## config.mk

```make
export PLATFORM = sky130hd
export DESIGN_NAME = write_reg_sched
export DESIGN_NICKNAME = d
export VERILOG_FILES = /design/src/rtl/write_reg_sched.sv
export SDC_FILE = /design/constraint.sdc
export NUM_CORES = 1
export LEC_CHECK = 0
export ABC_AREA = 1
export ABC_CLOCK_PERIOD_IN_PS = 2600
export BUFFER_PORTS_ARGS = -buffer_cell sky130_fd_sc_hd__buf_4
export CORE_ASPECT_RATIO = 1.4
export CORE_MARGIN = 3
export CORE_UTILIZATION = 40
export CTS_BUF_LIST = sky130_fd_sc_hd__clkbuf_4
export DETAILED_ROUTE_END_ITERATION = 7
export SLEW_MARGIN = 0
export SYNTH_ARGS = -nofsm -noshare
export SYNTH_HDL_FRONTEND = slang
export SYNTH_SLANG_ARGS = --single-unit
```

## constraint.sdc

```tcl
create_clock -name clk -period 2.6 [get_ports clk]
set_clock_uncertainty 0.1 [all_clocks]
set_input_delay 0.13 -clock clk [delete_from_list [all_inputs] [get_ports clk]]
set_output_delay 0.13 -clock clk [all_outputs]
set_load 0.01 [all_outputs]
```

## src/rtl/write_reg_sched.sv

```systemverilog
// Write-port scheduler: arbitrates five writeback requesters onto the single
// register-file write port, with a two-beat HI/LO sequence for mult/div results.
//
// state | meaning
// IDLE  | single-beat arbitration each edge
// MD_HI | HI beat of mult/div result on the port
// MD_LO | LO beat on the port; its closing edge is an IDLE-style decision
module write_reg_sched #(
  parameter int STARVE_LIMIT = 4
) (
  input  logic       clk,
  input  logic       reset,
  input  logic       mem_req,
  input  logic       alu_req,
  input  logic       link_req,
  input  logic       ext_req,
  input  logic       md_req,
  output logic       mem_gnt,
  output logic       alu_gnt,
  output logic       link_gnt,
  output logic       ext_gnt,
  output logic       md_gnt,
  output logic [2:0] wr_sel,
  output logic       reg_wr,
  output logic       busy
);

  localparam int CW = $clog2(STARVE_LIMIT + 1);
  localparam logic [CW-1:0] CNT_MAX = CW'(STARVE_LIMIT);

  typedef enum logic [1:0] {
    IDLE  = 2'd0,
    MD_HI = 2'd1,
    MD_LO = 2'd2
  } state_t;

  // Bit order everywhere below: 0 mem, 1 alu, 2 link, 3 ext, 4 md
  state_t          state_q, state_d;
  logic [4:0]      gnt_q, gnt_d;
  logic [2:0]      wr_sel_q, wr_sel_d;
  logic            reg_wr_q, reg_wr_d;
  logic            busy_q, busy_d;
  logic [CW-1:0]   cnt_q [5];
  logic [CW-1:0]   cnt_d [5];

  logic [4:0]      req_v;
  logic [4:0]      elig;
  logic [4:0]      starv;
  logic [4:0]      cand;
  logic [4:0]      pick;
  logic [4:0]      win;

  assign req_v = {md_req, ext_req, link_req, alu_req, mem_req};

  // The requester whose gnt is currently visible is masked for this edge
  assign elig = req_v & ~gnt_q;

  always_comb begin
    starv = '0;
    for (int i = 0; i < 5; i++) begin
      starv[i] = elig[i] && (cnt_q[i] == CNT_MAX);
    end
    cand = (|starv) ? starv : elig;
    pick = cand & (~cand + 5'd1);
  end

  always_comb begin
    state_d  = IDLE;
    gnt_d    = '0;
    wr_sel_d = 3'b000;
    reg_wr_d = 1'b0;
    busy_d   = 1'b0;
    win      = '0;
    case (state_q)
      MD_HI: begin
        state_d  = MD_LO;
        gnt_d    = 5'b10000;
        wr_sel_d = 3'b011;
        reg_wr_d = 1'b1;
        busy_d   = 1'b1;
        win      = 5'b10000;
      end
      default: begin
        win = pick;
        if (pick[4]) begin
          state_d  = MD_HI;
          wr_sel_d = 3'b010;
          reg_wr_d = 1'b1;
          busy_d   = 1'b1;
        end else if (|pick) begin
          gnt_d    = pick;
          reg_wr_d = 1'b1;
          unique case (1'b1)
            pick[0]: wr_sel_d = 3'b001;
            pick[1]: wr_sel_d = 3'b000;
            pick[2]: wr_sel_d = 3'b101;
            pick[3]: wr_sel_d = 3'b100;
            default: wr_sel_d = 3'b000;
          endcase
        end
      end
    endcase
  end

  always_comb begin
    for (int i = 0; i < 5; i++) begin
      if (win[i] || !req_v[i]) begin
        cnt_d[i] = '0;
      end else if (gnt_q[i] || cnt_q[i] == CNT_MAX) begin
        cnt_d[i] = cnt_q[i];
      end else begin
        cnt_d[i] = cnt_q[i] + CW'(1);
      end
    end
  end

  always_ff @(posedge clk or negedge reset) begin
    if (!reset) begin
      state_q  <= IDLE;
      gnt_q    <= '0;
      wr_sel_q <= 3'b000;
      reg_wr_q <= 1'b0;
      busy_q   <= 1'b0;
      for (int i = 0; i < 5; i++) begin
        cnt_q[i] <= '0;
      end
    end else begin
      state_q  <= state_d;
      gnt_q    <= gnt_d;
      wr_sel_q <= wr_sel_d;
      reg_wr_q <= reg_wr_d;
      busy_q   <= busy_d;
      for (int i = 0; i < 5; i++) begin
        cnt_q[i] <= cnt_d[i];
      end
    end
  end

  assign mem_gnt  = gnt_q[0];
  assign alu_gnt  = gnt_q[1];
  assign link_gnt = gnt_q[2];
  assign ext_gnt  = gnt_q[3];
  assign md_gnt   = gnt_q[4];
  assign wr_sel   = wr_sel_q;
  assign reg_wr   = reg_wr_q;
  assign busy     = busy_q;

endmodule

```

After elaboration in Yosys (flattened, before gate mapping)
Index checks and enable logic that the tools add are counted.

cells by class
  add/subtract/negate cells = 6
  equality and inequality tests = 11
  reduce and logical (&&, ||, !) cells = 22
  multiplexer cells = 26
  bitwise logic cells = 4

operators with widths
  operator               count
  $mux W3                13
  $add A3 B1 Y3 const B  5
  $eq A3 B3 Y1 const B   5
  $mux W5                3
  $and A5 B5 Y5          2
  $logic_or A1 B1 Y1     10
  $ne A2 B2 Y1 const B   5
  $not A5 Y5             2
  $reduce_or A5 Y1       2
  $pmux W3 S3            1
  $mux W4                2
  $mux W1                6
  $add A5 B1 Y5 const B  1
  $logic_and A1 B1 Y1    5
  $logic_not A1 Y1       5
  $eq A2 B1 Y1 const B   1
  $mux W2                1

word-level totals
  register bits after elaboration = 27
  input port bits = 7
  output and inout bits = 10
  word-level logic and storage cells = 79

Depth between registers and ports, before layout
Gate-level depths: netlist of the first run.

  depth in word-level cells = 12
  mapped depth = 13

Least setup slack after synthesis of the first run
No wires, ideal clock.

  kind = reg-to-reg
  from = reg cnt_q[12] (netlist bit)
  to = reg cnt_q[3] (netlist bit)
  stages on the path, launching flop included = 13
  data required time = 2380 ps
  arrival = 1476 ps
  setup time = 120 ps
  slack = 903 ps
  buffers on the path = 0
  path through = dfrtp_1 -> inv_1 -> ha_1 -> nand2_1 -> inv_2 -> nand2_4 -> nand3_2 -> nor2_4 -> nand2_1 -> nand2_1 -> nand2_1 -> o21bai_4 -> nor2_2

between the ends
  cells in the longest elaborated chain, start to end = 10

RTL lines
  what                                                      RTL line  text
  start: declaration                                        43        logic [CW-1:0] cnt_q [5];
  start signal: indexed assignment                          134       cnt_q[i] <= cnt_d[i];
  $eq A3 B3 Y1 *                                            61        starv[i] = elig[i] && (cnt_q[i] == CNT_MAX);
  $logic_and A1 B1 Y1 *                                     61
  $reduce_or A5 Y1                                          63        cand = (|starv) ? starv : elig;
  $mux W5 *                                                 63
  $not A5 Y5                                                64        pick = cand & (~cand + 5'd1);
  $add A5 B1 Y5                                             64
  $and A5 B5 Y5 *                                           64
  $mux W5 *                                                 74        case (state_q)
  $logic_or A1 B1 Y1 *                                      107       if (win[i] || !req_v[i]) begin
  $ne A2 B2 Y1 (no source line) or $mux W3 (tied branches)  --

Every way passes the cells marked *; elsewhere a longest branch is shown, timed or not.
A chain may end at the register's enable or synchronous reset.

Final worst setup path of the first run
  from = reg cnt_q[3] (netlist bit)
  to = reg wr_sel_q[2], in the netlist wr_sel[2]

between the ends
  cells in the longest elaborated chain, start to end = 11

RTL lines
  what                                             RTL line  text
  $eq A3 B3 Y1 *                                   61
  $logic_and A1 B1 Y1 *                            61
  $reduce_or A5 Y1                                 63
  $mux W5 *                                        63
  $not A5 Y5                                       64
  $add A5 B1 Y5                                    64
  $and A5 B5 Y5 *                                  64
  $pmux W3 S3 or $reduce_or A5 Y1 (tied branches)  93, 90
  $mux W3                                          90        end else if (|pick) begin
  $mux W3 *                                        85        if (pick[4]) begin
  $mux W3 *                                        74
  net wr_sel_d[2]                                  40        logic [2:0] wr_sel_q, wr_sel_d;
  end signal: assignment                           130       wr_sel_q <= wr_sel_d;
  end: declaration                                 40

Mark *: on every way through the listed nets, which the timed path passes. The rest lies on a longest branch.

==> flow_summary.json, run 1 <==
{
  "outcome": "finished clean",
  "fillers": 321,
  "num_vias": 1055,
  "finalCritPeriodShare_pct": 72.62,
  "cts_root_buf": "clkbuf_4",
  "cp_top_family": "simple AND/OR/NAND/NOR gates",
  "use_met3_pct": 1.515,
  "io_pins": 17,
  "postSynthAreaPerCell_um2": 8.758,
  "reg2reg_depth": 11,
  "grt_pass1_wl_um": 4540,
  "portBuffers": 16,
  "setup_violations": 0,
  "cts_sinks": 25,
  "avgViaCountPerCell": 4.627,
  "fmax_mhz": 529.7,
  "synth-seq-cells": 25,
  "worstPathArrival_ns": 1.99,
  "dpl_cell_area_um2": 1608,
  "vdd_ir_drop_max_mv": 0.3238,
  "crit_buf_inv": 2,
  "drv_slew": 0,
  "ant_nets": 0,
  "yosysWarnings": 0,
  "drt_first_pass_iters": 4,
  "leakage_nw": 0.9260,
  "synth_area_um2": 1445,
  "fin_crit_ns": 1.888,
  "cpMaxStageDelayCell": "dfrtp_1",
  "fp.dieArea_um2": 4380,
  "crit_type": "reg2reg",
  "relSlewSlack_pct": 73.79,
  "clock_path_buffers": 2,
  "die_y_um": 77.12,
  "area.growth.synth_to_final_pct": 15.93,
  "synth_compound_area_share_pct": 5.195,
  "cp_common_cell": "nand2_1",
  "routabilityCongestion": 0.8861,
  "drt_iter0_drc": 17,
  "hp-class": "in2reg",
  "crit_required_ns": 2.70,
  "clock_latency_ns": 0.33,
  "cts_max_level": 1,
  "grt_use_total_pct": 13.00,
  "grt_use_met2_pct": 22.11,
  "die_x_um": 56.80,
  "diodes": 0,
  "final_nets": 206,
  "crit_chain": "inv_1, ha_1, nand2_1, inv_1, nand2_1, nand3_2, nor2_4, nand2_1, nand2_1, nor2_4, nor4_1",
  "cp-end-kind": "register",
  "hold_viol_final": 0,
  "synth_top_family_by_area": "simple AND/OR/NAND/NOR gates",
  "rsz0062_at_grt": "false",
  "post-dp-hpwl_um": 2052,
  "drive_above_1_share_pct": 26.06,
  "rows": 25,
  "synthMuxAreaShare_pct": 0,
  "core_um2": 3410,
  "wl_per_cell_um": 11.11,
  "wirelength_um": 2533,
  "cts_buffers": 3,
  "startpoint_type": "register",
  "cp_max_fo": 4,
  "use_met1_pct": 15.07,
  "synth.distinct_cells": 26,
  "path_depth": 11,
  "grt_antenna_before_repair": 0,
  "grt_max_degree": 26,
  "synthSimpleGateAreaFrac_pct": 29.44,
  "worst_pin_slew_ns": 0.3896,
  "synth-seq-area-share_pct": 43.29,
  "cts_tree": "built",
  "cts_resized": 0,
  "route.detailed.drc": 0,
  "max_cap_viol_count": 0,
  "fin_hold_ws_ns": 0.02092,
  "tns_ns": 0,
  "synth_xor_area_share_pct": 4.848,
  "grt_pass1_vias": 1082,
  "min_path_cells": 3,
  "gr-total-overflow": 0,
  "synthesis.nets": 182,
  "stdcell_area_um2": 1675,
  "slowest_delay_ns": 0.38,
  "busiest_layer": "met2",
  "power_density_nw_per_um2": 724.7,
  "postSynthCellCount": 165,
  "cts.clk_slew.worst_paths_ns": 0.14,
  "synthAdderAreaFrac_pct": 8.658,
  "start_util_pct": 42.39
}
==> layout by cell type (no fill, tap or decap), drive strengths merged, types with 3 or more instances in the layout <==
cell type     n
nand2        37
nor2         33
inv          31
dfrtp        25
buf          16
ha           10
xor2          7
a21oi         5
nand3         5
dlygate4sd3   4
o21ai         4
clkbuf        3
==> final cells by class <==
cell class	instances	area (µm²)	share of cell area [%]
inverters	31	116.4	6.945
clock inverters	1	5.005	0.2987
well taps	40	50.05	2.987
flip-flops and latches	25	625.6	37.34
clock buffers	3	22.52	1.344
repair buffers	20	160.2	9.559
multi-input cells	108	695.7	41.52
==> cell families (layout without fill, tap and decap cells) <==
| kind of cell | count (synthesis) | count (layout) |
|---|---|---|
| AO/OA/AOI/OAI | 11 | 11 |
| XOR/XNOR | 8 | 8 |
| adder cells (fa/ha/maj) | 10 | 10 |
| buffers and inverters | 32 | 55 |
| flip-flops | 25 | 25 |
| AND/OR/NAND/NOR | 79 | 79 |
==> registers in the layout (all words and copies together), names as in the netlist <==
| name | cells |
|---|---|
| cnt_q | 15 |
| state_q | 1 |
| reg_wr | 1 |
| gnt_q | 5 |
| wr_sel | 3 |
==> worst reg2reg max path: stages (launching register included) <==
cell and delay [ns]:
dfrtp_1 0.38, inv_1 0.07, ha_1 0.19, nand2_1 0.06, inv_1 0.05, nand2_1 0.12, nand3_2 0.11, nor2_4 0.14
nand2_1 0.06, nand2_1 0.12, nor2_4 0.06, nor4_1 0.30
==> power by group <==
part,internal (mW),switching [mW]
Sequential,0.477,0.0581
Clock,0.0578,0.122
Combinational,0.207,0.293
Total,0.742,0.472
==> metal layers <==
layer	vias to the layer above	share of wire [%]
met4	0	4.6
met1	485	40
li1	543	-
met3	9	3.3
met2	18	52
met5	-	0
==> synthesized netlist by cell type <==
library cell / number / share of area, %
nand2_1: 28 / 7.3
nand3_1: 2 / 0.69
or2_2: 1 / 0.43
nor2_2: 4 / 1.7
nor2_1: 24 / 6.2
o21ai_0: 2 / 0.69
xnor2_1: 1 / 0.61
dfrtp_1: 25 / 43
o211ai_1: 1 / 0.52
nand3_2: 3 / 2.1
nor2_8: 1 / 1.4
nor2_4: 4 / 3.1
o21bai_4: 1 / 1.3
inv_1: 26 / 6.8
nor3_1: 1 / 0.35
a21oi_1: 5 / 1.7
buf_4: 1 / 0.52
xor2_1: 7 / 4.2
o21ai_2: 1 / 0.61
o21ai_1: 1 / 0.35
inv_2: 5 / 1.3
nand2_2: 5 / 2.2
nor4_1: 1 / 0.43
nand2_4: 4 / 3.1
ha_1: 10 / 8.7
nand4_1: 1 / 0.43
==> repair_timing <==
item / in CTS / in global routing
endpoints found under the setup margin: 0 / 0
hold buffers: 4 / 0
buffers inserted: 0 / 0
endpoints found under the hold margin: 34 / 0
==> per-stage QoR <==
step | std cells | util, % | total power [mW] | worst slack (ns)
after floorplan | 165 | - | 0.8996 | 0.9034
after global placement | 220 | 47.16 | 1.021 | 0.7791
after detailed placement | 220 | 47.16 | 1.050 | 0.7312
after CTS | 228 | 49.14 | 1.242 | 0.7094
after global routing | 228 | 49.14 | 1.329 | 0.5621
final | 228 | 49.14 | 1.214 | 0.7120
==> final timing paths <==
kind	startpoint	endpoint	slack, ns
min reg2reg	cnt_q[2]$_DFFE_PN0P_	cnt_q[2]$_DFFE_PN0P_	0.46
max reg2reg	cnt_q[3]$_DFFE_PN0P_	wr_sel[2]$_DFF_PN0_	0.71
max	cnt_q[3]$_DFFE_PN0P_	wr_sel[2]$_DFF_PN0_	0.71
max in group asynchronous	reset	wr_sel[0]$_DFF_PN0_	2.03
min in group asynchronous	reset	cnt_q[5]$_DFFE_PN0P_	0.12
min	mem_req	cnt_q[13]$_DFFE_PN0P_	0.02
Power figures use the tool's default switching activity.
==> inputs of run 2 (changes only) <==
--- a/config.mk
+++ b/config.mk
@@ -6,7 +6,7 @@
 export NUM_CORES = 1
 export LEC_CHECK = 0
 export ABC_AREA = 1
-export ABC_CLOCK_PERIOD_IN_PS = 2600
+export ABC_CLOCK_PERIOD_IN_PS = 1750
 export BUFFER_PORTS_ARGS = -buffer_cell sky130_fd_sc_hd__buf_4
 export CORE_ASPECT_RATIO = 1.4
 export CORE_MARGIN = 3
==> constraint.sdc (replaced) <==
create_clock -name clk -period 1.75 [get_ports clk]
set_clock_uncertainty 0.1 [all_clocks]
set_input_delay 0.0875 -clock clk [delete_from_list [all_inputs] [get_ports clk]]
set_output_delay 0.0875 -clock clk [all_outputs]
set_load 0.01 [all_outputs]
==> run 2 against run 1 <==
Clock-buffer cell count increased by 1. Sequential share of layout area down 8.2 points. Power grew 91%. Non-clock buffer count grew 37. Core utilization grew 14 points. Critical path depth increased by 2. Die area stayed put. Design area up 28%. Setup slack got worse by 0.71 ns. Critical path type unchanged.
==> flow_summary.json, run 2 (synthesized netlist as in run 1, its figures left out) <==
{
  "relSlewSlack_pct": 78.33,
  "switching_power_mw": 0.8732,
  "critical_path.endpoint": "cnt_q[3]$_DFFE_PN0P_",
  "die_x_um": 56.80,
  "layout.cells.most_common_list": "buf_4 (51), dfrtp_1 (25), nor2_1 (22)",
  "regMostFlops": "cnt_q",
  "cts_tree": "built",
  "setup_violations": 0,
  "crit_type": "reg2reg",
  "regToRegSetupSlack_ns": 0.005,
  "worstPathArrival_ns": 1.87,
  "leakage_nw": 1.137,
  "largest_reg_flops": 15,
  "cp-end-kind": "register",
  "fin_crit_ns": 1.745,
  "cts_buffers": 3,
  "pwr-share-clk_pct": 11.8,
  "place_ws_ns": -0.1614,
  "outcome": "finished clean",
  "rsz0062_at_grt": "true",
  "worst_pin_slew_ns": 0.3251,
  "cts.clk_slew.worst_paths_ns": 0.13,
  "num_vias": 1204,
  "start_util_pct": 42.39,
  "drt_first_pass_iters": 4,
  "clock_path_buffers": 2,
  "swShare_pct": 37.71,
  "final_nets": 243,
  "grt_max_degree": 26,
  "cts_sinks": 25,
  "grt_pass1_vias": 1249,
  "hold_viol_final": 0,
  "wirelength_um": 3003,
  "cp_max_fo": 4,
  "max_cap_viol_count": 0,
  "cpMaxStageDelayCell": "dfrtp_1",
  "crit_start": "cnt_q[4]$_DFFE_PN0P_",
  "finalCritPeriodShare_pct": 99.71,
  "clock_latency_ns": 0.31,
  "setup_ws_ns": 0.005052,
  "reg2reg_to": "cnt_q[3]$_DFFE_PN0P_",
  "reg2reg_depth": 13,
  "cp_common_cell": "nand2_4",
  "rows": 25,
  "drv_slew": 0,
  "p_int_mw": 1.443,
  "final_common_cell": "buf_4",
  "gr-total-overflow": 0,
  "routabilityCongestion": 0.8763,
  "hp-class": "in2reg",
  "fp.dieArea_um2": 4380,
  "portBuffers": 16,
  "crit_required_ns": 1.87,
  "cts_root_buf": "clkbuf_4",
  "grt_pass1_wl_um": 4919,
  "core_um2": 3410,
  "drive_above_1_share_pct": 53.78,
  "wl_per_cell_um": 11.33,
  "grt_antenna_before_repair": 0,
  "pwr-share-seq_pct": 34.7,
  "timing.rr.start": "cnt_q[4]$_DFFE_PN0P_",
  "crit_chain": "inv_2, ha_4, nand2_2, inv_2, nand2_4, nand3_4, nor2_4, nand2_2, nand2_4, nor2_8, nand2_4, o21bai_4, nor2_2",
  "die_y_um": 77.12,
  "area.growth.synth_to_final_pct": 48.40,
  "cts_max_level": 1,
  "power_density_nw_per_um2": 1080,
  "route.detailed.drc": 0,
  "post-dp-hpwl_um": 2134,
  "fmax_mhz": 573.1,
  "ant_nets": 0,
  "vdd_ir_drop_max_mv": 0.6558,
  "slowest_delay_ns": 0.41,
  "io_pins": 17,
  "diodes": 0,
  "power_frac_comb_pct": 53.5,
  "grt_use_total_pct": 14.11,
  "startpoint_type": "register",
  "avgViaCountPerCell": 4.543,
  "drt_iter0_drc": 28,
  "fin_hold_ws_ns": 0.04175
}
[run 2: cell types whose count changed in the layout (fill, tap and decap cells not counted), sizes merged]
| cell | change |
|---|---|
| buf | +36 |
| clkbuf | +1 |
| clkinv | -1 |
| dlygate4sd3 | +1 |
[run 2: cell type report]
class | instances | area (µm²)
Tap cell | 40 | 50.05
Timing Repair Buffer | 57 | 444.2
Multi-Input combinational cell | 108 | 875.8
Fill cell | 280 | 1265
Clock buffer | 4 | 30.03
Sequential cell | 25 | 625.6
Inverter | 31 | 118.9
[run 2: worst max-delay path, delay by kind of cell, from the launching register on]
kind,cells,cell delay [ns]
DFF,1,0.41
and+or+nand+nor,9,0.70
AOI/OAI and AO/OA,1,0.16
adders and majority gates,1,0.13
buffers and inverters,2,0.15
[run 2: what timing repair did]
action / 4_1_cts / 5_1_grt
cloned: 0 / 0
buffers inserted: 13 / 10
pin swaps: 15 / 19
hold buffers: 5 / 0
endpoints found under the hold margin: 37 / 0
setup endpoints to repair: 19 / 22
gates resized for setup: 25 / 28
[run 2: per-stage QoR]
stage / power, mW / instances / cell area [µm²] / TNS [ns] / util (%)
after CTS: 2.137 / 255 / 1971 / -0.7149 / 57.80
after global placement: 1.606 / 233 / 1705 / -0.4266 / 50.02
after detailed placement: 1.649 / 233 / 1705 / -1.678 / 50.02
after floorplan: 1.337 / 165 / 1445 / 0 / -
after global routing: 2.488 / 265 / 2145 / -1.236 / 62.90
final: 2.316 / 265 / 2145 / 0 / 62.90
[run 2: power by group through the flow]
stage	combinational (mW)	clock [mW]	sequential, mW
6_report	1.24	0.274	0.803
5_1_grt	1.36	0.309	0.818
4_1_cts	1.06	0.287	0.793
3_5_place_dp	0.842	0	0.807
3_3_place_gp	0.808	0	0.798
2_1_floorplan	0.522	0	0.815
[run 2: worst min-delay path by stage]
stage                     depth (start not counted)                     to     from
final                                             4   cnt_q[5]$_DFFE_PN0P_  ext_req
after global routing                              4   cnt_q[3]$_DFFE_PN0P_  ext_req
after CTS                                         4   cnt_q[5]$_DFFE_PN0P_  ext_req
after detailed placement                          1  cnt_q[12]$_DFFE_PN0P_    reset
after global placement                            1  cnt_q[12]$_DFFE_PN0P_    reset
after floorplan                                   0   cnt_q[0]$_DFFE_PN0P_    reset
[run 2: per-layer routing]
| metal | track usage (%) | vias up | routed length [µm] |
|---|---|---|---|
| met2 | 27.31 | 13 | 1751 |
| met4 | 7.425 | 0 | 35 |
| met1 | 14.16 | 567 | 1149 |
| li1 | - | 620 | - |
| met5 | 0 | - | 0 |
| met3 | 1.515 | 4 | 67 |
==> inputs of run 3 (changes only) <==
--- a/config.mk
+++ b/config.mk
@@ -8,7 +8,6 @@
 export ABC_AREA = 1
 export ABC_CLOCK_PERIOD_IN_PS = 1750
 export BUFFER_PORTS_ARGS = -buffer_cell sky130_fd_sc_hd__buf_4
-export CORE_ASPECT_RATIO = 1.4
 export CORE_MARGIN = 3
 export CORE_UTILIZATION = 40
 export CTS_BUF_LIST = sky130_fd_sc_hd__clkbuf_4
==> run 3 against run 2 <==
The flow now finishes with violations (setup timing). Combinational power barely moved. Sequential share of layout area up 0.34 points. Via count increased by 0.33%. Cell count is 1.1% higher. Critical path depth unchanged. Power decreased by 1.4%. Clock-buffer cell count unchanged. Largest power group unchanged. Highest routed layer unchanged.
==> flow_summary.json, run 3 (synthesized netlist as in run 1, its figures left out) <==
{
  "outcome": "finished, violations left",
  "violations": "setup timing",
  "cts_sinks": 25,
  "portBuffers": 16,
  "num_vias": 1208,
  "rsz0062_at_grt": "true",
  "p_total_mw": 2.284,
  "crit_buf_inv": 2,
  "cp_max_fo": 4,
  "clock_path_buffers": 2,
  "gr-total-overflow": 0,
  "vdd_ir_drop_max_mv": 0.6323,
  "io_pins": 17,
  "power_density_nw_per_um2": 1078,
  "start_util_pct": 42.31,
  "setup_violations": 14,
  "rows": 21,
  "setup_ws_ns": -0.06681,
  "slowest_delay_ns": 0.43,
  "cp_top_family": "simple AND/OR/NAND/NOR gates",
  "clock_latency_ns": 0.32,
  "routabilityCongestion": 0.7142,
  "layout.cells.most_common_list": "buf_4 (48), dfrtp_1 (25), nand2_1 (18)",
  "dpl_cell_area_um2": 1728,
  "fillers": 314,
  "post-dp-hpwl_um": 2043,
  "cp-end-kind": "register",
  "worstPathArrival_ns": 1.94,
  "hp-class": "in2reg",
  "crit_required_ns": 1.87,
  "cp_common_cell": "nand3_4",
  "avgViaCountPerCell": 4.507,
  "tns_ns": -0.3596,
  "area.growth.synth_to_final_pct": 46.67,
  "crit_chain": "inv_2, ha_4, nand2_2, inv_2, nand2_4, nand3_4, nor2_4, nand2_2, nand2_4, nor2_8, nand3_4, nand3_4, nor2_2",
  "die_y_um": 66.11,
  "drive_above_1_share_pct": 54.05,
  "cts_tree": "built",
  "drv_slew": 0,
  "diodes": 0,
  "max_cap_viol_count": 0,
  "cpMaxStageDelayCell": "dfrtp_1",
  "cts_root_buf": "clkbuf_4",
  "grt_pass1_wl_um": 5043,
  "wirelength_um": 3083,
  "worst_pin_slew_ns": 0.4249,
  "regMostFlops": "cnt_q",
  "relSlewSlack_pct": 71.61,
  "cts.clk_slew.worst_paths_ns": 0.13,
  "grt_pass1_vias": 1199,
  "regToRegSetupSlack_ns": -0.07,
  "stdcell_area_um2": 2120,
  "grt_use_total_pct": 14.84,
  "crit_type": "reg2reg",
  "die_x_um": 66.11,
  "fp.dieArea_um2": 4370,
  "ant_nets": 0,
  "hold_viol_final": 0,
  "final_nets": 240,
  "fin_crit_ns": 1.817,
  "grt_max_degree": 26,
  "route.detailed.drc": 0,
  "fmax_mhz": 550.4,
  "core_um2": 3416,
  "cts_buffers": 3,
  "finalCritPeriodShare_pct": 103.8,
  "leakage_nw": 1.128,
  "drt_iter0_drc": 16,
  "largest_reg_flops": 15,
  "final_common_cell": "buf_4",
  "wl_per_cell_um": 11.50,
  "grt_antenna_before_repair": 0,
  "cts_max_level": 1,
  "drt_first_pass_iters": 4,
  "startpoint_type": "register"
}
[run 3: cell count changes in the layout (fill, tap and decap cells not counted), moves of 2 or more]
cell     change
buf_4        -3
nor2_1       -6
nand2_4      +2
nor2_2       +5
ha_4         -2
nand2_1      +3
nand2_2      -5
[run 3: path summary, 6_finish.rpt]
path                            cells past startpoint             startpoint               endpoint
worst max-delay path                               13   cnt_q[4]$_DFFE_PN0P_   cnt_q[0]$_DFFE_PN0P_
worst min-delay path                                4                ext_req   cnt_q[5]$_DFFE_PN0P_
worst max register to register                     13   cnt_q[4]$_DFFE_PN0P_   cnt_q[0]$_DFFE_PN0P_
worst min register to register                      2  cnt_q[14]$_DFFE_PN0P_  cnt_q[14]$_DFFE_PN0P_
max in group asynchronous                           2                  reset   cnt_q[2]$_DFFE_PN0P_
min in group asynchronous                           2                  reset  cnt_q[13]$_DFFE_PN0P_
[run 3: worst register-to-register path, stage by stage, from the launching register on]
cell and delay (ns):
dfrtp_1 0.43, inv_2 0.09, ha_4 0.13, nand2_2 0.04
inv_2 0.08, nand2_4 0.08, nand3_4 0.10, nor2_4 0.05
nand2_2 0.08, nand2_4 0.08, nor2_8 0.16, nand3_4 0.11
nand3_4 0.13, nor2_2 0.06
[run 3: per-layer routing]
metal	part of all wire [%]	vias to the layer above	global-route usage, %
li1	-	609	-
met1	42	575	18.27
met2	53	20	26.15
met3	3.3	4	4.082
met4	1.0	0	2.284
met5	0	-	0
[run 3: per-stage QoR]
step	util [%]	instances	hold slack [ns]	setup slack [ns]
floorplan	-	165	-0.3081	0.05341
global placement	50.59	241	-0.09116	-0.04060
detailed placement	50.59	241	-0.08752	-0.08943
CTS	56.52	256	0.02059	-0.04752
global route	62.05	268	0.07018	-0.1721
finish	62.05	268	0.05835	-0.06681
[run 3: repair_timing]
action                                  4_1_cts  5_1_grt
pin swaps                                     7       20
hold buffers                                  5        0
gates cloned                                  0        0
buffers inserted                              6       12
endpoints found under the setup margin       18       24
resized for setup                            22       33
endpoints found under the hold margin        37        0
[run 3: where the power goes]
part | switching, mW | internal, mW | total [mW]
clock network | 0.169 | 0.105 | 0.274
logic | 0.600 | 0.605 | 1.21
registers | 0.0960 | 0.709 | 0.805
total | 0.865 | 1.42 | 2.28
[run 3: layout make-up]
cell class / count / area (µm²) / share of cell area, %
Clock buffer: 4 / 30.03 / 1.417
Inverter: 31 / 118.9 / 5.608
Multi-Input combinational cell: 108 / 865.8 / 40.85
Sequential cell: 25 / 625.6 / 29.52
Tap cell: 46 / 57.56 / 2.715
Timing Repair Buffer: 54 / 421.7 / 19.89
